**src/rtl/regfile_pkg.sv**
```systemverilog
// rtl/regfile_pkg.sv - shared widths and index/word types for the CPU register file
package regfile_pkg;

  localparam int REGFILE_DATA_W   = 16;
  localparam int REGFILE_ADDR_W   = 3;
  localparam int REGFILE_NUM_REGS = 8;

  typedef logic [REGFILE_ADDR_W-1:0] reg_idx_t;
  typedef logic [REGFILE_DATA_W-1:0] reg_word_t;

endpackage

```
**src/rtl/regfile_read_port.sv**
```systemverilog
// rtl/regfile_read_port.sv - one combinational read port of the register file
// Write-to-read forwarding is compiled in only when REGFILE_BYPASS_EN is defined.
module regfile_read_port
  import regfile_pkg::*;
#(
  parameter int DATA_W   = REGFILE_DATA_W,
  parameter int ADDR_W   = REGFILE_ADDR_W,
  parameter int NUM_REGS = REGFILE_NUM_REGS
) (
  input  logic [NUM_REGS-1:0][DATA_W-1:0] regs,
  input  logic [ADDR_W-1:0]               rd_idx,
  input  logic                            wr_en,
  input  logic [ADDR_W-1:0]               wr_idx,
  input  logic [DATA_W-1:0]               wr_data,
  output logic [DATA_W-1:0]               rd_data
);

`ifdef REGFILE_BYPASS_EN
  // wr_en arrives already qualified by reset, so forwarding is quiet while in reset
  always_comb begin
    rd_data = regs[rd_idx];
    if (wr_en && (wr_idx == rd_idx)) begin
      rd_data = wr_data;
    end
  end
`else
  logic unused_bypass;
  assign unused_bypass = ^{wr_en, wr_idx, wr_data};
  assign rd_data       = regs[rd_idx];
`endif

endmodule

```
**src/rtl/register_file.sv**
```systemverilog
// rtl/register_file.sv - 8x16 register file, two combinational reads, one synchronous write
// Optional same-cycle write forwarding: REGFILE_BYPASS_EN.
module register_file
  import regfile_pkg::*;
#(
  parameter int DATA_W   = REGFILE_DATA_W,
  parameter int ADDR_W   = REGFILE_ADDR_W,
  parameter int NUM_REGS = REGFILE_NUM_REGS
) (
  input  logic              clk,
  input  logic              rst_n,
  input  logic [ADDR_W-1:0] read_reg1,
  input  logic [ADDR_W-1:0] read_reg2,
  input  logic [ADDR_W-1:0] write_reg,
  input  logic [DATA_W-1:0] write_data,
  input  logic              reg_write,
  output logic [DATA_W-1:0] read_data1,
  output logic [DATA_W-1:0] read_data2
);

  if (NUM_REGS != (1 << ADDR_W)) begin : g_bad_cfg
    $error("register_file: NUM_REGS must equal 2**ADDR_W");
  end

  logic [NUM_REGS-1:0][DATA_W-1:0] regs_q;
  logic [NUM_REGS-1:0][DATA_W-1:0] regs_d;
  logic                            wr_en;

  assign wr_en = reg_write & rst_n;

  always_comb begin
    regs_d = regs_q;
    if (reg_write) begin
      regs_d[write_reg] = write_data;
    end
  end

  always_ff @(posedge clk or negedge rst_n) begin
    if (!rst_n) begin
      regs_q <= '0;
    end else begin
      regs_q <= regs_d;
    end
  end

  regfile_read_port #(
    .DATA_W  (DATA_W),
    .ADDR_W  (ADDR_W),
    .NUM_REGS(NUM_REGS)
  ) u_read_port1 (
    .regs   (regs_q),
    .rd_idx (read_reg1),
    .wr_en  (wr_en),
    .wr_idx (write_reg),
    .wr_data(write_data),
    .rd_data(read_data1)
  );

  regfile_read_port #(
    .DATA_W  (DATA_W),
    .ADDR_W  (ADDR_W),
    .NUM_REGS(NUM_REGS)
  ) u_read_port2 (
    .regs   (regs_q),
    .rd_idx (read_reg2),
    .wr_en  (wr_en),
    .wr_idx (write_reg),
    .wr_data(write_data),
    .rd_data(read_data2)
  );

endmodule

```
**config.mk**
```make
export PLATFORM = sky130hd
export DESIGN_NAME = register_file
export DESIGN_NICKNAME = d
export VERILOG_FILES = /design/src/rtl/regfile_pkg.sv /design/src/rtl/regfile_read_port.sv /design/src/rtl/register_file.sv
export SDC_FILE = /design/constraint.sdc
export NUM_CORES = 1
export LEC_CHECK = 0
export CAP_MARGIN = 10
export CORE_MARGIN = 2
export CORE_UTILIZATION = 35
export DETAILED_ROUTE_END_ITERATION = 16
export SLEW_MARGIN = 20
export SYNTH_ARGS = -nofsm -noshare
export SYNTH_HDL_FRONTEND = slang
export SYNTH_SLANG_ARGS = --single-unit
```
**constraint.sdc**
```tcl
create_clock -name clk -period 4 [get_ports clk]
set_clock_uncertainty 0.05 [all_clocks]
set_input_delay 0.4 -clock clk [delete_from_list [all_inputs] [get_ports clk]]
set_output_delay 0.4 -clock clk [all_outputs]
set_load 0.02 [all_outputs]
```
Word level (Yosys, flattened, before mapping)
Cells that the tools add are included.
{"block": "classes", "muxes": 7, "n_reduce_logical": 1, "magnitude_cmp": 4}
{"cell": "$bwmux W128", "count": 1}
{"cell": "$bmux W16 S3", "count": 2}
{"cell": "$demux W16 S3", "count": 1}
{"cell": "$mux W16", "count": 3}
{"cell": "$lt A3 B4 Y1 const B", "count": 3}
{"cell": "$ge A3 B1 Y1 const B", "count": 1}
{"cell": "$logic_and A1 B1 Y1", "count": 1}
{"block": "word_totals", "input_bits": 28, "wordCells": 20, "register_bits": 128}

Longest topological paths before layout
Gate-level depths: netlist of run 1.
{"block": "logic_depth", "ltp_word": 5, "mapped_depth": 5}

Modules after synthesis
Synthesis of run 1 repeated with hierarchy kept, for this count alone.
{"block": "hier_totals", "cells_unflattened": 394, "area_unflattened_um2": 7063.0}
{"mod": "register_file", "area_each_um2": 4921.0, "instances": 1, "cells_per_inst": 280, "seq_area_each_um2": 3203.1}
{"mod": "regfile_read_port", "area_each_um2": 1071.0, "instances": 2, "cells_per_inst": 57, "seq_area_each_um2": 0.0}

Least setup slack after synthesis of run 1
OpenSTA, ideal clock, no wires.
{"block": "synth_path", "kind": "input port to output port", "start": "input port read_reg1[0]", "end": "output port read_data1[10]", "path_buffers": 2, "slack_ps": 2048, "cell_stages": 4, "t_arrival_ps": 1502, "path_cell_list": "buf_6 -> buf_6 -> mux4_1 -> mux2_2"}
{"block": "synth_via", "elab_chain_cells": 2}
{"element": "start: declaration", "line": "register_file.sv:12", "text": "input logic [ADDR_W-1:0] read_reg1,"}
{"element": "$bmux W16 S3", "line": "regfile_read_port.sv:29", "text": "assign rd_data = regs[rd_idx];"}
{"element": "$mux W16 (implied by the code)", "line": "regfile_read_port.sv:29"}
{"element": "end: declaration", "line": "register_file.sv:17", "text": "output logic [DATA_W-1:0] read_data1,"}
Every way passes these cells. The select of a mux whose other input is x is not followed.

Worst setup path in the final report of run 1
{"block": "layout_path", "start": "input port read_reg1[0]", "end": "output port read_data1[8]"}
Same word-level chain as after synthesis.

==> metrics, run 1 <==
length in cells of the worst reg-to-reg path=1; post-synthesis cell type count=15; DRT antenna net count=0; final weighted congestion in routability-driven placement=0.7282; vias after detailed routing=3999; area taken by flip-flops and latches=0.003203 sq mm; CP startpoint kind=primary input; type of the most critical hold path=in2async; total half-perimeter wirelength after legalization and detailed placement=9.647 mm; number of antenna violations at the first check in global routing=0; count of hold-fix buffers inserted at cts=0; area of the multi-input gates=0.003597 sq mm; final max-slew violation count=0; Die Span Y=145.5 um; source-to-sink clock delay at the later pin of the worst-skew pair=420 ps; part of the power in registers=37.7%; Setup Crit Path Kind=in2out; Required @ worst endpoint=3550 ps; flip-flop count of the largest register after layout=128; register containing the most flip-flops in the final layout=regs_q; setup_tns=0 ps; sequential-to-total area share from yosys stat=45.72%; Area Growth Syn to Fin=21.47%; drt first pass iters=4; synthesis warning total=0; starting density of the core=35.88%; remaining max-slew budget at the tightest pin=39.05%; R2R Path Start=regs_q[113]; number of buffers inserted by port buffering=59; post-placement setup slack=981.1 ps; Total Routing Usage GR=16.23%; IO Count=60; Worst EP arrival=2560 ps; met1 Track Usage GR=21.83%; Resize count post-CTS=0; width of the die=145.5 um; via count of the first global-routing pass=4385; status=completed; TritonCTS clock tree=done; global-route wire length before repair=25.84 mm; synthesized area=0.007005 sq mm; clock network power share=37.8%; H-Tree Depth=4; synthesized area per cell=17.83 sq um; commonest non-fill, non-tap cells in the layout=sky130_fd_sc_hd__mux2_2 (160), sky130_fd_sc_hd__dfrtp_1 (128), sky130_fd_sc_hd__mux4_1 (56), sky130_fd_sc_hd__clkdlybuf4s50_1 (56), sky130_fd_sc_hd__clkbuf_16 (17); Setup Viol. Count Final=0; routed wirelength normalized by instance count=22.36 um; slew of the pin with the lowest slew margin=914.3 ps; share of the cycle needed by the critical path after routing=75.23%; Crit Reg-Reg Endpoint=regs_q[113]; die footprint=0.02116 sq mm; cell-internal power=0.003511 W; Max-Cap Viols=0; core region area=0.01953 sq mm; Root Buffer Master=sky130_fd_sc_hd__clkbuf_16; sum of overflow across all layers after global routing=0; net count after synthesis=421; fraction of final layout cells sized beyond drive strength 1=47.95%; global-route track usage on met2=26.04%; RSZ-0062 raised after global routing=false; leakage power=3.562 nW; Setup crit end kind=output pin; global routing met3 resource utilization=4.013%; number of filler instances in the final layout=1763; overall routed net length=16.28 mm; synthesized instance count=393; pin count of the biggest net entering global routing=71; largest registers in the final layout=regs_q (128); residual DRC count=0; maximum vdd ir drop=0.0003202 V; largest fanout on the critical path=18; number of buffers inserted by post-CTS setup repair=0; internal reg-to-reg setup slack=3160 ps; maximum achievable frequency=332.3 MHz; post-synthesis register bit count=128; DRC marker count from the first detailed-route iteration=175; minimum clock period after layout=3009 ps; TritonCTS sink count=128; Clock Tree Buf Depth=2; net load switching power=0.001195 W; Inserted Clock Buffers=17; Antenna Cells=0; hold violation total from the final report=0; most common library cell in the layout ignoring fill and taps=sky130_fd_sc_hd__mux2_2; most used routing layer in global routing=met2; Avg Vias per Cell=5.493; Placement Rows=51; ratio of total power to cell area=553.1 mW/mm^2; final worst slack=990.6 ps; sw frac=25.39%; total number of nets in the final design=478; combinational share of power=24.5%; clk slew on worst S/H paths=60 ps
[synth_stat cells (all sizes together)]
cell    instances  area (sq um)
dfrtp         128          3203
nand4           1         12.51
mux2          160          1802
and4bb          1         12.51
buf            29         217.7
clkbuf          4         17.52
nand4b          3         45.04
nor4bb          2         20.02
nor4b           1         23.77
mux4           64          1652
[power by group through the flow]
stage | Combinational [W] | Clock [W] | Sequential, W
2_1_floorplan | 0.000807 | 0 | 0.00172
3_3_place_gp | 0.00115 | 0 | 0.00176
6_report | 0.00115 | 0.00178 | 0.00177
4_1_cts | 0.00117 | 0.00181 | 0.00177
5_1_grt | 0.00124 | 0.00188 | 0.00181
3_5_place_dp | 0.00117 | 0 | 0.00179
[routing by layer]
metal | share of wire [%] | vias to the layer above
met4 | 0.91 | 0
met1 | 46 | 2164
met3 | 4.1 | 12
met5 | 0 | -
met2 | 49 | 96
li1 | - | 1727
[logic make-up (layout without fill, tap and decap cells)]
kind of cell / Yosys count / in the layout / share of synthesized area (%)
muxes: 224 / 224 / 49.29
DFF: 128 / 128 / 45.72
buffers and inverters: 33 / 103 / 3.358
and+or+nand+nor: 8 / 8 / 1.625
[cell type report]
cell class	count	share of cell area [%]
flip-flops and latches	128	37.64
well taps	265	3.896
clock inverters	8	2.029
multi-input cells	232	42.27
clock buffers	24	6.014
repair buffers	71	8.146
[worst max-delay path: stages]
cell                              delay [ps]
sky130_fd_sc_hd__buf_2                   450
sky130_fd_sc_hd__buf_12                  270
sky130_fd_sc_hd__mux4_1                  590
sky130_fd_sc_hd__mux2_2                  310
sky130_fd_sc_hd__clkdlybuf4s50_1         540
[per-stage QoR]
stage / instance area [sq um] / cells / power [W] / util [%] / hold WS, ps
final: 8509 / 728 / 0.004706 / 43.58 / 53.17
after global routing: 8509 / 728 / 0.004929 / 43.58 / 109.7
after CTS: 8509 / 728 / 0.004758 / 43.58 / 72.42
after detailed placement: 7825 / 696 / 0.002953 / 40.07 / 455.9
after global placement: 7825 / 696 / 0.002908 / 40.07 / 444.8
after floorplan: 7005 / 393 / 0.002524 / - / 54.41
[worst max-delay path by stage]
| stage | startpoint | endpoint | slack, ps |
|---|---|---|---|
| 6_report | read_reg1[0] | read_data1[8] | 990 |
| 5_1_grt | read_reg1[0] | read_data1[8] | 900 |
| 4_1_cts | read_reg1[0] | read_data1[8] | 990 |
| 3_5_place_dp | read_reg1[0] | read_data1[8] | 980 |
| 3_3_place_gp | read_reg2[0] | read_data2[8] | 990 |
| 2_1_floorplan | read_reg1[0] | read_data1[10] | 2050 |
Note: power is estimated with default switching activity, not from simulation.
==> run 2: changes to the inputs <==
==> constraint.sdc (replaced) <==
create_clock -name clk -period 2.6 [get_ports clk]
set_clock_uncertainty 0.05 [all_clocks]
set_input_delay 0.26 -clock clk [delete_from_list [all_inputs] [get_ports clk]]
set_output_delay 0.26 -clock clk [all_outputs]
set_load 0.02 [all_outputs]
==> metrics, run 2 (synthesis results as in run 1) <==
status=completed; TritonCTS sink count=128 (unchanged); commonest non-fill, non-tap cells in the layout=sky130_fd_sc_hd__mux2_2 (160), sky130_fd_sc_hd__dfrtp_1 (128), sky130_fd_sc_hd__mux4_1 (56), sky130_fd_sc_hd__clkdlybuf4s50_1 (56), sky130_fd_sc_hd__clkbuf_16 (17); Crit Reg-Reg Endpoint=regs_q[90]; R2R Path Start=regs_q[90]; leakage power=3.626 nW (+1.8%); area of the multi-input gates=0.003597 sq mm (unchanged); DRT antenna net count=0 (unchanged); hold violation total from the final report=0 (unchanged); utilization after layout=44.11% (+0.53 points); total number of nets in the final design=492 (+2.9%); Resize count post-CTS=0 (unchanged); flip-flop count of the largest register after layout=128 (unchanged); Setup Viol. Count Final=0 (unchanged); Die Span Y=145.5 um (unchanged); Inserted Clock Buffers=17 (unchanged); residual DRC count=0 (unchanged); setup_tns=0 ps (unchanged); CP startpoint kind=primary input; number of antenna violations at the first check in global routing=0 (unchanged); count of hold-fix buffers inserted at cts=1 (+1); number of buffers inserted by port buffering=59 (unchanged); sum of overflow across all layers after global routing=0 (unchanged); core region area=0.01953 sq mm (unchanged); Avg Vias per Cell=5.461 (-0.59%); RSZ-0062 raised after global routing=false; Total Routing Usage GR=15.95% (-0.27 points); ratio of total power to cell area=787.4 mW/mm^2 (+42%); Required @ worst endpoint=2290 ps (-1260 ps); largest registers in the final layout=regs_q (128); DRC marker count from the first detailed-route iteration=171 (-2.3%); Placement Rows=51 (unchanged); remaining max-slew budget at the tightest pin=52.74% (+14 points); Post-Layout Inst Area=0.008613 sq mm (+1.2%); Area Growth Syn to Fin=22.95%; global-route wire length before repair=25.43 mm (-1.6%); IO Count=60 (unchanged); Antenna Cells=0 (unchanged); register containing the most flip-flops in the final layout=regs_q; Max-Cap Viols=0 (unchanged); source-to-sink clock delay at the later pin of the worst-skew pair=410 ps (about the same); clk slew on worst S/H paths=50 ps (about the same); length in cells of the worst reg-to-reg path=1 (unchanged); number of filler instances in the final layout=1744 (-1.1%); drt first pass iters=4 (unchanged); final max-slew violation count=0 (unchanged); number of buffers inserted by post-CTS setup repair=0 (unchanged); minimum clock period after layout=2515 ps; Root Buffer Master=sky130_fd_sc_hd__clkbuf_16; final weighted congestion in routability-driven placement=0.7016 (-3.7%); routed wirelength normalized by instance count=21.91 um (-2.0%); vias after detailed routing=4052 (+1.3%); TritonCTS clock tree=done; H-Tree Depth=4 (unchanged); Setup Crit Path Kind=in2out; maximum vdd ir drop=0.0004990 V (+56%); total half-perimeter wirelength after legalization and detailed placement=10.28 mm (+6.5%); type of the most critical hold path=in2async; Worst EP arrival=2210 ps (-350 ps); width of the die=145.5 um (unchanged); die footprint=0.02116 sq mm (unchanged); fraction of final layout cells sized beyond drive strength 1=48.85% (+0.90 points); slew of the pin with the lowest slew margin=708.8 ps (-205.4 ps); pin count of the biggest net entering global routing=51 (-28%); internal reg-to-reg setup slack=1770 ps (-1390 ps); starting density of the core=35.88% (unchanged); Clock Tree Buf Depth=2 (unchanged); Setup crit end kind=output pin; total design power=0.006782 W (+44%); via count of the first global-routing pass=4369 (-0.36%); maximum achievable frequency=397.6 MHz; overall routed net length=16.26 mm (-0.12%); total placed instance area=0.008048 sq mm (+2.8%); area taken by flip-flops and latches=0.003203 sq mm (unchanged); most common library cell in the layout ignoring fill and taps=sky130_fd_sc_hd__mux2_2; largest fanout on the critical path=32 (+14); share of the cycle needed by the critical path after routing=96.74%
run 2: cell count changes in the layout (fill, tap and decap cells not counted), sizes merged:
cell and change:
buf +13, bufinv -3, clkbuf -4, clkinv +8, clkinvlp -1, dlygate4sd3 +1
run 2: worst max-delay path by stage:
stage	startpoint	endpoint	slack, ps	cells past startpoint
after CTS	read_reg1[2]	read_data1[8]	90	5
after global placement	read_reg1[2]	read_data1[15]	90	5
after global routing	read_reg2[2]	read_data2[2]	50	5
final	read_reg1[2]	read_data1[15]	80	5
after detailed placement	read_reg1[2]	read_data1[8]	100	5
after floorplan	read_reg1[0]	read_data1[10]	930	4
run 2: final cells by class:
class	instances	area share [%]
tap	265	3.850
sequential	128	37.19
timing repair buffer	85	10.75
clock inverter	12	1.380
multi-input combinational	232	41.76
clock buffer	20	5.070
run 2: metal layers:
layer | share of wire, % | up-vias | GRT usage, %
met5 | 0 | - | 0
li1 | - | 1749 | -
met4 | 0.68 | 0 | 3.971
met2 | 46 | 101 | 24.17
met3 | 5.6 | 9 | 4.734
met1 | 47 | 2193 | 22.64
run 2: critical path, cell delays in order:
cell	delay (ps)
sky130_fd_sc_hd__clkdlybuf4s50_1	500
sky130_fd_sc_hd__buf_12	240
sky130_fd_sc_hd__mux4_2	330
sky130_fd_sc_hd__mux2_2	310
sky130_fd_sc_hd__clkdlybuf4s50_1	550
run 2: where the power goes:
group	leakage, nW	switching (W)	internal [W]	total (W)
Sequential	1.54	0.000290	0.00244	0.00273
Combinational	1.82	0.000670	0.00114	0.00181
Clock	0.273	0.000853	0.00140	0.00225
run 2: through the flow:
stage / hold slack (ps) / worst slack [ps] / cells
final: 382.6 / 84.80 / 742
after global routing: 428.3 / 50.85 / 742
after CTS: 390.7 / 87.94 / 742
after detailed placement: 300.1 / 97.23 / 709
after global placement: 283.5 / 85.32 / 709
after floorplan: -85.59 / 928.1 / 393
